`src/rtl/usb_tx.sv`:
```
// rtl/usb_tx.sv - USB LS/FS line transmitter: SYNC, stuffed NRZI data, EOP; optional abort under USB_TX_ABORT_EN
module usb_tx (
  input  logic       clk,
  input  logic       reset_n,
  input  logic       clk_en,
  input  logic [7:0] tx_data,
  input  logic       tx_valid,
`ifdef USB_TX_ABORT_EN
  input  logic       tx_abort,
`endif
  output logic       tx_ready,
  output logic       d_o,
  output logic       se0,
  output logic       oe,
  output logic       busy
);

`ifdef USB_TX_ABORT_EN
  typedef enum logic [2:0] {IDLE, SYNC, TX_DATA, STUFF, EOP1, EOP2, EOP_J, ABORT} state_t;
`else
  typedef enum logic [2:0] {IDLE, SYNC, TX_DATA, STUFF, EOP1, EOP2, EOP_J} state_t;
`endif

  // *_q registers describe the bit currently on the line; *_d is the next bit time
  state_t     state_q, state_d;
  logic [2:0] bit_cnt_q, bit_cnt_d;
  logic [2:0] ones_q, ones_d;
  logic [7:0] data_q, data_d;
  logic       level_q, level_d;
  logic       se0_q, se0_d;
  logic       oe_q, oe_d;
  logic       ready_c;
  logic       drive;
  logic       raw;
  logic       boundary;
  logic [2:0] bit_nxt;

  assign bit_nxt = bit_cnt_q + 3'd1;

  // Next bit-time decision; nothing moves unless clk_en marks a bit boundary
  always_comb begin
    state_d   = state_q;
    bit_cnt_d = bit_cnt_q;
    ones_d    = ones_q;
    data_d    = data_q;
    level_d   = level_q;
    se0_d     = se0_q;
    oe_d      = oe_q;
    ready_c   = 1'b0;
    drive     = 1'b0;
    raw       = 1'b0;
    boundary  = 1'b0;
    if (clk_en) begin
      unique case (state_q)
        IDLE: begin
          if (tx_valid) begin
            ready_c   = 1'b1;
            data_d    = tx_data;
            state_d   = SYNC;
            bit_cnt_d = 3'd0;
            oe_d      = 1'b1;
            drive     = 1'b1;
            raw       = 1'b0;
          end
        end
        SYNC: begin
`ifdef USB_TX_ABORT_EN
          if (tx_abort) begin
            state_d   = ABORT;
            bit_cnt_d = 3'd0;
          end else
`endif
          if (bit_cnt_q == 3'd7) begin
            state_d   = TX_DATA;
            bit_cnt_d = 3'd0;
            drive     = 1'b1;
            raw       = data_q[0];
          end else begin
            bit_cnt_d = bit_nxt;
            drive     = 1'b1;
            raw       = (bit_nxt == 3'd7);
          end
        end
        TX_DATA: begin
`ifdef USB_TX_ABORT_EN
          if (tx_abort) begin
            state_d   = ABORT;
            bit_cnt_d = 3'd0;
          end else
`endif
          if (ones_q == 3'd6) begin
            state_d = STUFF;
            drive   = 1'b1;
            raw     = 1'b0;
          end else if (bit_cnt_q == 3'd7) begin
            boundary = 1'b1;
          end else begin
            bit_cnt_d = bit_nxt;
            drive     = 1'b1;
            raw       = data_q[bit_nxt];
          end
        end
        STUFF: begin
          if (bit_cnt_q == 3'd7) begin
            boundary = 1'b1;
          end else begin
            state_d   = TX_DATA;
            bit_cnt_d = bit_nxt;
            drive     = 1'b1;
            raw       = data_q[bit_nxt];
          end
        end
        EOP1: state_d = EOP2;
        EOP2: begin
          state_d = EOP_J;
          se0_d   = 1'b0;
          level_d = 1'b0;
        end
        EOP_J: begin
          state_d = IDLE;
          oe_d    = 1'b0;
        end
`ifdef USB_TX_ABORT_EN
        ABORT: begin
          // line level is simply held: seven raw ones with no stuff bit
          if (bit_cnt_q == 3'd6) begin
            state_d = EOP1;
            se0_d   = 1'b1;
          end else begin
            bit_cnt_d = bit_nxt;
          end
        end
`endif
        default: begin
          state_d = IDLE;
          oe_d    = 1'b0;
          se0_d   = 1'b0;
          level_d = 1'b0;
        end
      endcase
      if (boundary) begin
        if (tx_valid) begin
          ready_c   = 1'b1;
          data_d    = tx_data;
          state_d   = TX_DATA;
          bit_cnt_d = 3'd0;
          drive     = 1'b1;
          raw       = tx_data[0];
        end else begin
          state_d = EOP1;
          se0_d   = 1'b1;
        end
      end
      // NRZI: a raw 0 toggles the line, a raw 1 holds it and extends the ones run
      if (drive) begin
        level_d = raw ? level_q : ~level_q;
        ones_d  = raw ? ones_q + 3'd1 : 3'd0;
      end
    end
  end

  // State and line registers; reset drops the line to idle J at once
  always_ff @(posedge clk or negedge reset_n) begin
    if (!reset_n) begin
      state_q   <= IDLE;
      bit_cnt_q <= 3'd0;
      ones_q    <= 3'd0;
      data_q    <= 8'd0;
      level_q   <= 1'b0;
      se0_q     <= 1'b0;
      oe_q      <= 1'b0;
    end else begin
      state_q   <= state_d;
      bit_cnt_q <= bit_cnt_d;
      ones_q    <= ones_d;
      data_q    <= data_d;
      level_q   <= level_d;
      se0_q     <= se0_d;
      oe_q      <= oe_d;
    end
  end

  assign tx_ready = ready_c & reset_n;
  assign d_o      = level_q;
  assign se0      = se0_q;
  assign oe       = oe_q;
  assign busy     = (state_q != IDLE);

endmodule

```
`config.mk`:
```
export PLATFORM = sky130hd
export DESIGN_NAME = usb_tx
export DESIGN_NICKNAME = d
export VERILOG_FILES = /design/src/rtl/usb_tx.sv
export SDC_FILE = /design/constraint.sdc
export NUM_CORES = 1
export LEC_CHECK = 0
export CORE_ASPECT_RATIO = 0.7
export CORE_MARGIN = 2
export CORE_UTILIZATION = 35
export DETAILED_ROUTE_END_ITERATION = 8
export GPL_TIMING_DRIVEN = 0
export PLACE_DENSITY = 0.59
export SETUP_SLACK_MARGIN = 0.15
export SKIP_CTS_REPAIR_TIMING = 1
export SYNTH_ARGS = -nofsm -noshare
export SYNTH_HDL_FRONTEND = slang
export SYNTH_SLANG_ARGS = --single-unit
```
`constraint.sdc`:
```
create_clock -name clk -period 3.53 [get_ports clk]
set_input_delay 0.5295 -clock clk [delete_from_list [all_inputs] [get_ports clk]]
set_output_delay 0.5295 -clock clk [all_outputs]
set_load 0.02 [all_outputs]
```
Word-level counts from Yosys, hierarchy flattened
Index checks and enable logic that the tools add are counted.
{"block": "word_totals", "reg_bits": 20, "inputBits": 12, "out_inout_bits": 5}
{"block": "classes", "addsub": 2, "n_lt_le_gt_ge": 1, "n_eq_ne": 16, "n_mux": 51, "bitwise_logic": 3, "n_reduce_logical": 8}
{"operator": "$mux W3", "count": 13}
{"operator": "$mux W8", "count": 4}
{"operator": "$mux W1", "count": 27}
{"operator": "$eq A3 B3 Y1 const B", "count": 6}
{"operator": "$pmux W3 S6", "count": 1}
{"operator": "$ne A3 B3 Y1 const B", "count": 4}
{"operator": "$pmux W3 S4", "count": 1}
{"operator": "$add A3 B1 Y3 const B", "count": 2}
{"operator": "$eq A3 B2 Y1 const B", "count": 2}
{"operator": "$reduce_and A3 Y1", "count": 2}
{"operator": "$reduce_or A6 Y1", "count": 1}
{"operator": "$reduce_and A5 Y1", "count": 1}
{"operator": "$reduce_or A5 Y1", "count": 1}
{"operator": "$lt A3 B4 Y1 const B", "count": 1}
{"operator": "$ne A2 B2 Y1 const B", "count": 2}
{"operator": "$pmux W1 S2", "count": 2}
{"operator": "$pmux W1 S4", "count": 1}
{"operator": "$bmux W1 S3", "count": 1}
{"operator": "$eq A3 B1 Y1 const B", "count": 1}
{"operator": "$logic_not A3 Y1", "count": 1}
{"operator": "$pmux W1 S3", "count": 1}
{"operator": "$reduce_bool A3 Y1", "count": 1}
{"operator": "$ne A2 B1 Y1 const B", "count": 1}
{"operator": "$not A1 Y1", "count": 2}
{"operator": "other kinds (2)", "count": 2}

Longest topological paths before layout
Gate-level depths: netlist of the first run.
{"block": "depth", "depth_word": 11, "mapped_depth": 8, "mapped_depth_nobuf": 7}

Least setup slack after synthesis of the first run
No wires, ideal clock.
{"block": "synth_timing", "path_type": "register to output", "startpoint": "register bit_cnt_q[0]", "endpoint": "output tx_ready", "t_arrival_ns": 1.775, "required_ns": 3.000, "setup_slack_ns": 1.225, "path_stages_with_launch": 8, "path_buffers": 1, "path_cell_list": "dfrtp_1 -> ha_1 -> and2_1 -> buf_2 -> nand3_1 -> o21ai_1 -> nand3_1 -> nor2_1"}
{"block": "synth_via", "elab_chain_cells": 8}
{"element": "from (decl)", "line": "26", "rtl": "logic [2:0] bit_cnt_q, bit_cnt_d;"}
{"element": "from (signal assigned)", "line": "174", "rtl": "bit_cnt_q <= bit_cnt_d;"}
{"element": "$eq A3 B3 Y1 (*)", "line": "95, 104"}
{"element": "$mux W1 (*)", "line": "95, 104"}
{"element": "$mux W1", "line": "91", "rtl": "if (ones_q == 3'd6) begin"}
{"element": "$pmux W1 S2 (*)", "line": "54", "rtl": "unique case (state_q)"}
{"element": "$mux W1 (*)", "line": "53", "rtl": "if (clk_en) begin"}
{"element": "$mux W1 (*)", "line": "141", "rtl": "if (boundary) begin"}
{"element": "$mux W1 (*)", "line": "53"}
{"element": "$and A1 B1 Y1 (*)", "line": "183", "rtl": "assign tx_ready = ready_c & reset_n;"}
{"element": "to (decl)", "line": "11", "rtl": "output logic tx_ready,"}
Mark *: on every way between the ends. The rest lies on a longest branch, timed or not. The select of a mux whose other input is x is not followed.

Worst setup path after layout of the first run
Ends and elaborated chain as after synthesis.

==> results of run 1 <==
per-stage QoR:
stage | utilization | hold slack (ns) | total power [mW] | cell area [um^2] | instances
after floorplan | - | 0.2339 | 0.8819 | 1252 | 126
after global placement | 0.4196 | 0.4623 | 1.025 | 1455 | 190
after detailed placement | 0.4196 | 0.4743 | 1.043 | 1455 | 190
after CTS | 0.4315 | 0.4844 | 1.197 | 1496 | 193
after global routing | 0.4354 | 0.5105 | 1.297 | 1510 | 193
final | 0.4354 | 0.4859 | 1.190 | 1510 | 193
layout by cell type (no fill, tap or decap), types with 2 or more instances in the layout:
cell,instances
sky130_fd_sc_hd__dfrtp_1,19
sky130_fd_sc_hd__clkdlybuf4s50_1,14
sky130_fd_sc_hd__nand2_1,12
sky130_fd_sc_hd__mux2_2,11
sky130_fd_sc_hd__inv_1,7
sky130_fd_sc_hd__nor2_1,7
sky130_fd_sc_hd__ha_1,7
sky130_fd_sc_hd__clkbuf_1,6
sky130_fd_sc_hd__o21ai_0,5
sky130_fd_sc_hd__a31oi_1,4
sky130_fd_sc_hd__a21oi_1,4
sky130_fd_sc_hd__nand3b_1,3
sky130_fd_sc_hd__nor2b_1,3
sky130_fd_sc_hd__clkbuf_8,3
sky130_fd_sc_hd__buf_2,2
sky130_fd_sc_hd__nand3_1,2
sky130_fd_sc_hd__o21ai_1,2
sky130_fd_sc_hd__mux2i_1,2
sky130_fd_sc_hd__nand2b_1,2
sky130_fd_sc_hd__o31ai_1,2
sky130_fd_sc_hd__nor3_1,2
sky130_fd_sc_hd__a22o_1,2
sky130_fd_sc_hd__o32ai_1,2
power by group:
part | internal (mW) | switching (mW) | leakage (nW)
combinational | 0.327 | 0.312 | 0.363
sequential | 0.329 | 0.0734 | 0.243
clock | 0.0762 | 0.0739 | 0.0216
kinds of logic (layout without fill, tap and decap cells):
family	Yosys count	after routing	synth area share
AND/OR/NAND/NOR	41	41	0.1788
AO/OA/AOI/OAI	28	28	0.1688
flip-flops	20	20	0.3996
buffers and inverters	16	33	0.04995
multiplexers	14	14	0.1329
adder cells (fa/ha/maj)	7	7	0.06993
routing by layer:
metal | vias to the layer above | track usage | routed length (um)
met2 | 35 | 0.2304 | 1173
met4 | 0 | 0.02632 | 19
li1 | 488 | - | -
met3 | 3 | 0.04682 | 165
met1 | 486 | 0.2109 | 1324
met5 | - | 0 | 0
synth_stat cells, types with 2 or more instances:
cell	count	share of area
sky130_fd_sc_hd__a21oi_1	4	0.016
sky130_fd_sc_hd__a22o_1	2	0.014
sky130_fd_sc_hd__a31oi_1	4	0.020
sky130_fd_sc_hd__buf_2	2	0.0080
sky130_fd_sc_hd__clkbuf_1	6	0.018
sky130_fd_sc_hd__dfrtp_1	20	0.40
sky130_fd_sc_hd__ha_1	7	0.070
sky130_fd_sc_hd__inv_1	7	0.021
sky130_fd_sc_hd__mux2_2	11	0.099
sky130_fd_sc_hd__mux2i_1	2	0.016
sky130_fd_sc_hd__nand2_1	12	0.036
sky130_fd_sc_hd__nand2b_1	2	0.010
sky130_fd_sc_hd__nand3_1	3	0.012
sky130_fd_sc_hd__nand3b_1	3	0.018
sky130_fd_sc_hd__nor2_1	7	0.021
sky130_fd_sc_hd__nor2b_1	3	0.015
sky130_fd_sc_hd__nor3_1	2	0.0080
sky130_fd_sc_hd__o21ai_0	5	0.020
sky130_fd_sc_hd__o21ai_1	2	0.0080
sky130_fd_sc_hd__o31ai_1	2	0.012
sky130_fd_sc_hd__o32ai_1	2	0.014
worst max path at each step:
stage	startpoint	to	slack [ns]	depth (start not counted)
floorplan	bit_cnt_q[0]$_DFFE_PN0P_	tx_ready	1.23	7
global route	bit_cnt_q[0]$_DFFE_PN0P_	tx_ready	0.16	8
finish	bit_cnt_q[0]$_DFFE_PN0P_	tx_ready	0.39	8
detailed placement	reset_n	tx_ready	0.44	4
CTS	bit_cnt_q[0]$_DFFE_PN0P_	tx_ready	0.16	8
global placement	bit_cnt_q[0]$_DFFE_PN0P_	tx_ready	0.46	8
area by class of cell:
class	instances	area share
flip-flops and latches	20	0.3322
well taps	50	0.04142
repair buffers	14	0.09279
multi-input cells	90	0.4648
clock buffers	3	0.02734
inverters	8	0.01988
plain buffers	8	0.02154
worst register-to-register path: stages, from the launching register on:
cell	delay [ns]
sky130_fd_sc_hd__dfrtp_2	0.45
sky130_fd_sc_hd__inv_1	0.09
sky130_fd_sc_hd__ha_1	0.36
sky130_fd_sc_hd__mux4_2	0.35
sky130_fd_sc_hd__nor2b_1	0.04
sky130_fd_sc_hd__or4_4	0.54
sky130_fd_sc_hd__and2_4	0.19
sky130_fd_sc_hd__o31ai_4	0.16
==> run summary, run 1 <==
The slowest stage of the critical path is the sky130_fd_sc_hd__clkdlybuf4s50_1 cell. The worst register-to-register path ends at ones_q[1]$_DFFE_PN0P_. The total area inside the core boundary comes to 3468 um^2. For the final database, setup skew stands at 0.003245 ns. The initial cell density of the core is 0.3611. For the net count reported at finish, the log shows 164. STA classifies the critical path startpoint as a register.

Using the TritonRoute via totals, the vias-per-cell ratio works out to 5.244. The width of the chip works out to 75.50 um. For this design the top-level I/O count stands at 17. The run gives 2026 um as the HPWL after detailed placement. Power spread over the standard cell area amounts to 788.1 nW/um^2.

Traced cell by cell, the critical path runs through ha_1 -> and2_1 -> buf_2 -> nand3_1 -> o21ai_1 -> nand3_4 -> nor2_1 -> clkdlybuf4s50_1. The tools report the sequential element share of the synthesized area as 0.3996. The share of synthesized flip-flops with an asynchronous set or reset is 1.000, and the number of global-route vias before repair is 925. The worst hold path begins at d_o$_DFFE_PN0P_.

The run gives 1.27 ns as the minimum setup slack among reg-to-reg paths. For the number of failing setup endpoints in the final timing report, the log shows 0. The tools report the number of buffers created by CTS as 3. The min-delay analysis places its worst path in the category reg -> reg. Setup repair after global routing left no endpoint under its margin. At the pin with the least slew margin, the transition time is 0.9458 ns. Before CTS, the worst setup slack after placement is 0.4362 ns. Of all nets on the critical path, the largest fanout is 9.

The clock net in this run drives a total of 20 sinks. The detail route stage leaves a number of antenna-violating nets equal to 0. The most used flip-flop cell after synthesis is sky130_fd_sc_hd__dfrtp_1. The average routed wire per standard cell was 13.90 um.

Multi-input gate area in the final layout: 701.9 um^2. The worst register-to-register path has a depth of 7. The repair_antennas step left the layout with diodes totalling 0.

Across the whole layout, storage elements account for 501.7 um^2. After synthesis, the mean cell area works out to 9.940 um^2. The number of buffers on the longest clock path was 2; the count of pins over their slew limit was 0.

The floorplan step defined a die boundary enclosing 4081 um^2. TritonCTS built the clock tree. The gate count after technology mapping is 126, and the number of remaining DRC errors is 0. Synthesized cell area: 1252 um^2. The library cell used as clock root buffer was sky130_fd_sc_hd__clkbuf_8. The number of enable-type register cells in the synthesized netlist works out to 0. The clock slew at the register clock pins of the worst setup and hold paths was 0.07 ns; the data required time at the worst endpoint was 3.00 ns. The filler cell count was 345; the count of port buffers added during placement was 14.

The routed layout has 1012 vias. The number of buffers and inverters on the critical path is 2. The worst hold path terminates at d_o$_DFFE_PN0P_. For this run, the detailed router's first-pass iteration total came to 4. The all-layer global routing usage is 0.1503. The tool flagged a number of max-cap violations equal to 0. The startpoint identified for the worst register-to-register timing path is bit_cnt_q[0]$_DFFE_PN0P_. By startpoint and endpoint, the worst setup path is classified as reg -> out. In this design, the stage delay of the slowest critical-path cell is 0.61 ns. The standby leakage power came out at 0.6275 nW.

In this run, the number of DRC markers left after iteration 0 of detailed routing was 63. The final period demand of the worst path is 3.136 ns, and the maximum resistive drop on vdd is 0.2862 mV. For the global-route wire length before repair, the log shows 4464 um. The deepest level of the CTS H-tree is 1. The headroom to the max-slew limit is 0.3675, and the number of antenna violations at the first check in global routing is 0. In this run, synthesis produced a sequential element count of 20.

The logs give 2683 um for the total length of routed wires and 0 ns for the total negative slack for setup checks. STA classifies the critical path endpoint as an output pin. The largest delay contributor family on the critical path is buffers and inverters. The count of standard-cell rows came out at 18.

Total congestion overflow after global routing: 0. The instance count along the most critical hold path works out to 1. The run gives 0 as the number of hold violations in the final report. The synthesis-to-layout area growth is 20.58%. The net count after synthesis was 145.

The part of the cycle the worst path needs came out at 0.8884. The run finished with clean final reports. Entering global routing, the biggest net connects 22 pins.

The run gives 0.3940 ns as the worst path setup slack after routing. For this run, the top clock speed supported by timing is 318.9 MHz. The synthesized netlist contains 39 unique library cells.

Yosys printed 0 warnings. The fraction of layout instances using a drive strength above 1 works out to 0.1678. For the insertion delay to the later sink of the worst-skew pair, the log shows 0.26 ns.

The placer congestion estimate was 0.9019; the die height was 54.05 um. For the data arrival time of the critical path, the log shows 2.61 ns.
(Power assumes the default switching activity.)
==> run 2, diff against run 1 <==
--- a/config.mk
+++ b/config.mk
@@ -5,6 +5,7 @@
 export SDC_FILE = /design/constraint.sdc
 export NUM_CORES = 1
 export LEC_CHECK = 0
+export CAP_MARGIN = 5
 export CORE_ASPECT_RATIO = 0.7
 export CORE_MARGIN = 2
 export CORE_UTILIZATION = 35
==> results of run 2 <==
Same layout as run 1: the final DEF is identical, and so are final timing and power.
==> run 3, diff against run 2 <==
--- a/config.mk
+++ b/config.mk
@@ -8,10 +8,10 @@
 export CAP_MARGIN = 5
 export CORE_ASPECT_RATIO = 0.7
 export CORE_MARGIN = 2
-export CORE_UTILIZATION = 35
+export CORE_UTILIZATION = 43
 export DETAILED_ROUTE_END_ITERATION = 8
 export GPL_TIMING_DRIVEN = 0
-export PLACE_DENSITY = 0.59
+export PLACE_DENSITY = 0.69
 export SETUP_SLACK_MARGIN = 0.15
 export SKIP_CTS_REPAIR_TIMING = 1
 export SYNTH_ARGS = -nofsm -noshare
==> run 3 against run 2 <==
  * Die area decreased by 17%
  * Hold slack got worse by 0.010 ns
  * Clock power about the same
  * Register-to-register slack gained 0.02 ns
  * Critical path type unchanged
  * Largest cell class unchanged
==> run summary, run 3 (synthesized netlist as in run 1, its figures left out) <==
The worst setup path is captured at an output pin. The HPWL after detailed placement came out at 1961 um (-3.2%). The detail-routed via count per cell works out to 5.648 (+7.7%). The global-route wire length before repair was 4747 um (+6.3%); the fraction of layout instances using a drive strength above 1 was 0.1748 (+0.006993). For the count of pins over their slew limit, the log shows 0 (unchanged).

Clock tree skew after final layout: 0.006257 ns (+0.003012 ns). For the final cell area excluding filler cells, the log shows 1490 um^2 (-1.3%). The tools report the instance area after placement as 1438 um^2 (-1.2%). The run finished with clean final reports. Transition time at the pin with the least slew margin: 0.9288 ns (-0.01699 ns). The number of buffers created by CTS came out at 3 (unchanged). The count of inserted antenna diode cells was 0 (unchanged). The part of the cycle the worst path needs is 0.8745 (-0.01386), and the data required time at the worst endpoint is 3.00 ns (about the same). The critical path is of the reg -> out type.

The total length of routed wires was 2670 um (-0.48%). The clock slew at the register clock pins of the worst setup and hold paths is 0.07 ns (about the same). The all-layer global routing usage is 0.1839 (+0.03365), and the die height is 49.16 um (-9.1%).

The run gives 1 (unchanged) as the deepest level of the CTS H-tree. The run gives 22 (unchanged) as the largest net degree at the start of global routing. Initial cell density of the core: 0.4501 (+0.08898). For the filler cell count, the log shows 248 (-28%). The power per unit of standard cell area is 801.4 nW/um^2 (+1.7%). Highest fanout seen on the critical path: 9 (unchanged). The tools report the library cell used as clock root buffer as sky130_fd_sc_hd__clkbuf_8.

The worst setup path is launched from a register. For the area inside the core boundary, the log shows 2783 um^2 (-20%). The number of remaining DRC errors was 0 (unchanged).

The register area is 501.7 um^2 (unchanged), and the count of standard-cell rows is 16 (-2). The worst slack on hold paths is 0.4757 ns (-0.01023 ns). The tools report the final core area utilization as 0.5355 (+0.1001). The total negative slack for setup checks came out at 0 ns (unchanged).

The iteration count of the initial detailed-routing pass came out at 4 (unchanged). The tools report the data arrival time of the critical path as 2.56 ns (-0.05 ns). The count of boundary I/O pins was 17 (unchanged); the final period demand of the worst path was 3.087 ns (-0.04894 ns).

The synthesis-to-layout area growth was 18.98%; the timing-limited maximum frequency was 323.9 MHz (+1.6%). The average routed wire per standard cell is 14.92 um (+7.3%). The logs give 2 (unchanged) for the number of buffers on the longest clock path and 0.26 ns (about the same) for the insertion delay to the later sink of the worst-skew pair. The total congestion overflow after global routing was 0 (unchanged). The headroom to the max-slew limit came out at 0.3788 (+0.01136).

The classification of the worst-slack hold path was reg -> reg. The number of global-route vias before repair is 1016 (+9.8%). The most common library cell in the layout ignoring fill and taps was sky130_fd_sc_hd__dfrtp_1.

The tools report the detailed-route via count as 1011 (-0.099%). For the multi-input gate area in the final layout, the log shows 699.4 um^2 (-0.36%). Iteration-0 DRC count of the detailed router: 47 (-25%). The placer congestion estimate is 0.8609 (-4.5%), and the number of hold violations in the final report is 0 (unchanged). TritonCTS built the clock tree.

The count of clock tree sinks came out at 20 (unchanged). The maximum resistive drop on vdd was 0.4447 mV (+55%). The net count reported at finish came out at 164 (unchanged). The run gives 0 (unchanged) as the final antenna-violating net count.

The area of the die came out at 3367 um^2 (-17%). Leaving out fill and tap cells, the most frequent cells in the layout are sky130_fd_sc_hd__dfrtp_1 (19), sky130_fd_sc_hd__clkdlybuf4s50_1 (14), sky130_fd_sc_hd__nand2_1 (12), sky130_fd_sc_hd__mux2_2 (11). Setup repair after global routing left no endpoint under its margin. The standby leakage power is 0.6276 nW (about the same), and the number of antenna violations at the first check in global routing is 0 (unchanged). The width of the chip is 68.51 um (-9.3%). The number of failing setup endpoints in the final timing report is 0 (unchanged). The count of port buffers added during placement came out at 14 (unchanged).

The number of maximum-capacitance violations came out at 0 (unchanged).
[run 3: changes by cell type in the layout (fill, tap and decap cells not counted)]
cell / delta
sky130_fd_sc_hd__nand3_4: -1
sky130_fd_sc_hd__nand3_1: -1
sky130_fd_sc_hd__nand3_2: +2
[run 3: final cells by class]
class                   instances  share of cell area
repair buffers                 14             0.09404
multi-input cells              90              0.4694
inverters                       8             0.02015
clock buffers                   3             0.02771
flip-flops and latches         20              0.3367
well taps                      36             0.03023
plain buffers                   8             0.02183
[run 3: per-layer routing]
| layer | share of wire | global-route usage | vias up |
|---|---|---|---|
| met5 | 0 | 0 | - |
| li1 | - | - | 492 |
| met4 | 0.0079 | 0.03667 | 0 |
| met3 | 0.052 | 0.04619 | 5 |
| met1 | 0.49 | 0.2632 | 490 |
| met2 | 0.45 | 0.2804 | 24 |
[run 3: final timing paths]
check | from | to | slack (ns) | depth (start not counted)
max | bit_cnt_q[0]$_DFFE_PN0P_ | tx_ready | 0.44 | 8
min | d_o$_DFFE_PN0P_ | d_o$_DFFE_PN0P_ | 0.48 | 1
max reg2reg | bit_cnt_q[0]$_DFFE_PN0P_ | ones_q[1]$_DFFE_PN0P_ | 1.29 | 7
min reg2reg | d_o$_DFFE_PN0P_ | d_o$_DFFE_PN0P_ | 0.48 | 1
max in group asynchronous | reset_n | bit_cnt_q[0]$_DFFE_PN0P_ | 2.12 | 1
min in group asynchronous | reset_n | async pin | 0.78 | 1
[run 3: power by group]
part / leakage, nW / total, mW / switching, mW / internal, mW
logic: 0.363 / 0.640 / 0.313 / 0.327
clock network: 0.0216 / 0.151 / 0.0750 / 0.0762
registers: 0.243 / 0.403 / 0.0743 / 0.329
total: 0.628 / 1.19 / 0.463 / 0.732
[run 3: through the flow]
step | std cells | total power, mW | worst slack (ns)
2_1_floorplan | 126 | 0.8819 | 1.225
3_3_place_gp | 176 | 1.014 | 0.5129
3_5_place_dp | 176 | 1.035 | 0.4795
4_1_cts | 179 | 1.191 | 0.1590
5_1_grt | 179 | 1.287 | 0.2150
6_report | 179 | 1.194 | 0.4429
[run 3: worst max-delay path, cell delays in order (launching register included)]
cell and delay, ns:
sky130_fd_sc_hd__dfrtp_2 0.45, sky130_fd_sc_hd__ha_1 0.18, sky130_fd_sc_hd__and2_1 0.12, sky130_fd_sc_hd__buf_2 0.17, sky130_fd_sc_hd__nand3_2 0.17, sky130_fd_sc_hd__o21ai_1 0.19
sky130_fd_sc_hd__nand3_2 0.23, sky130_fd_sc_hd__nor2_1 0.16, sky130_fd_sc_hd__clkdlybuf4s50_1 0.61
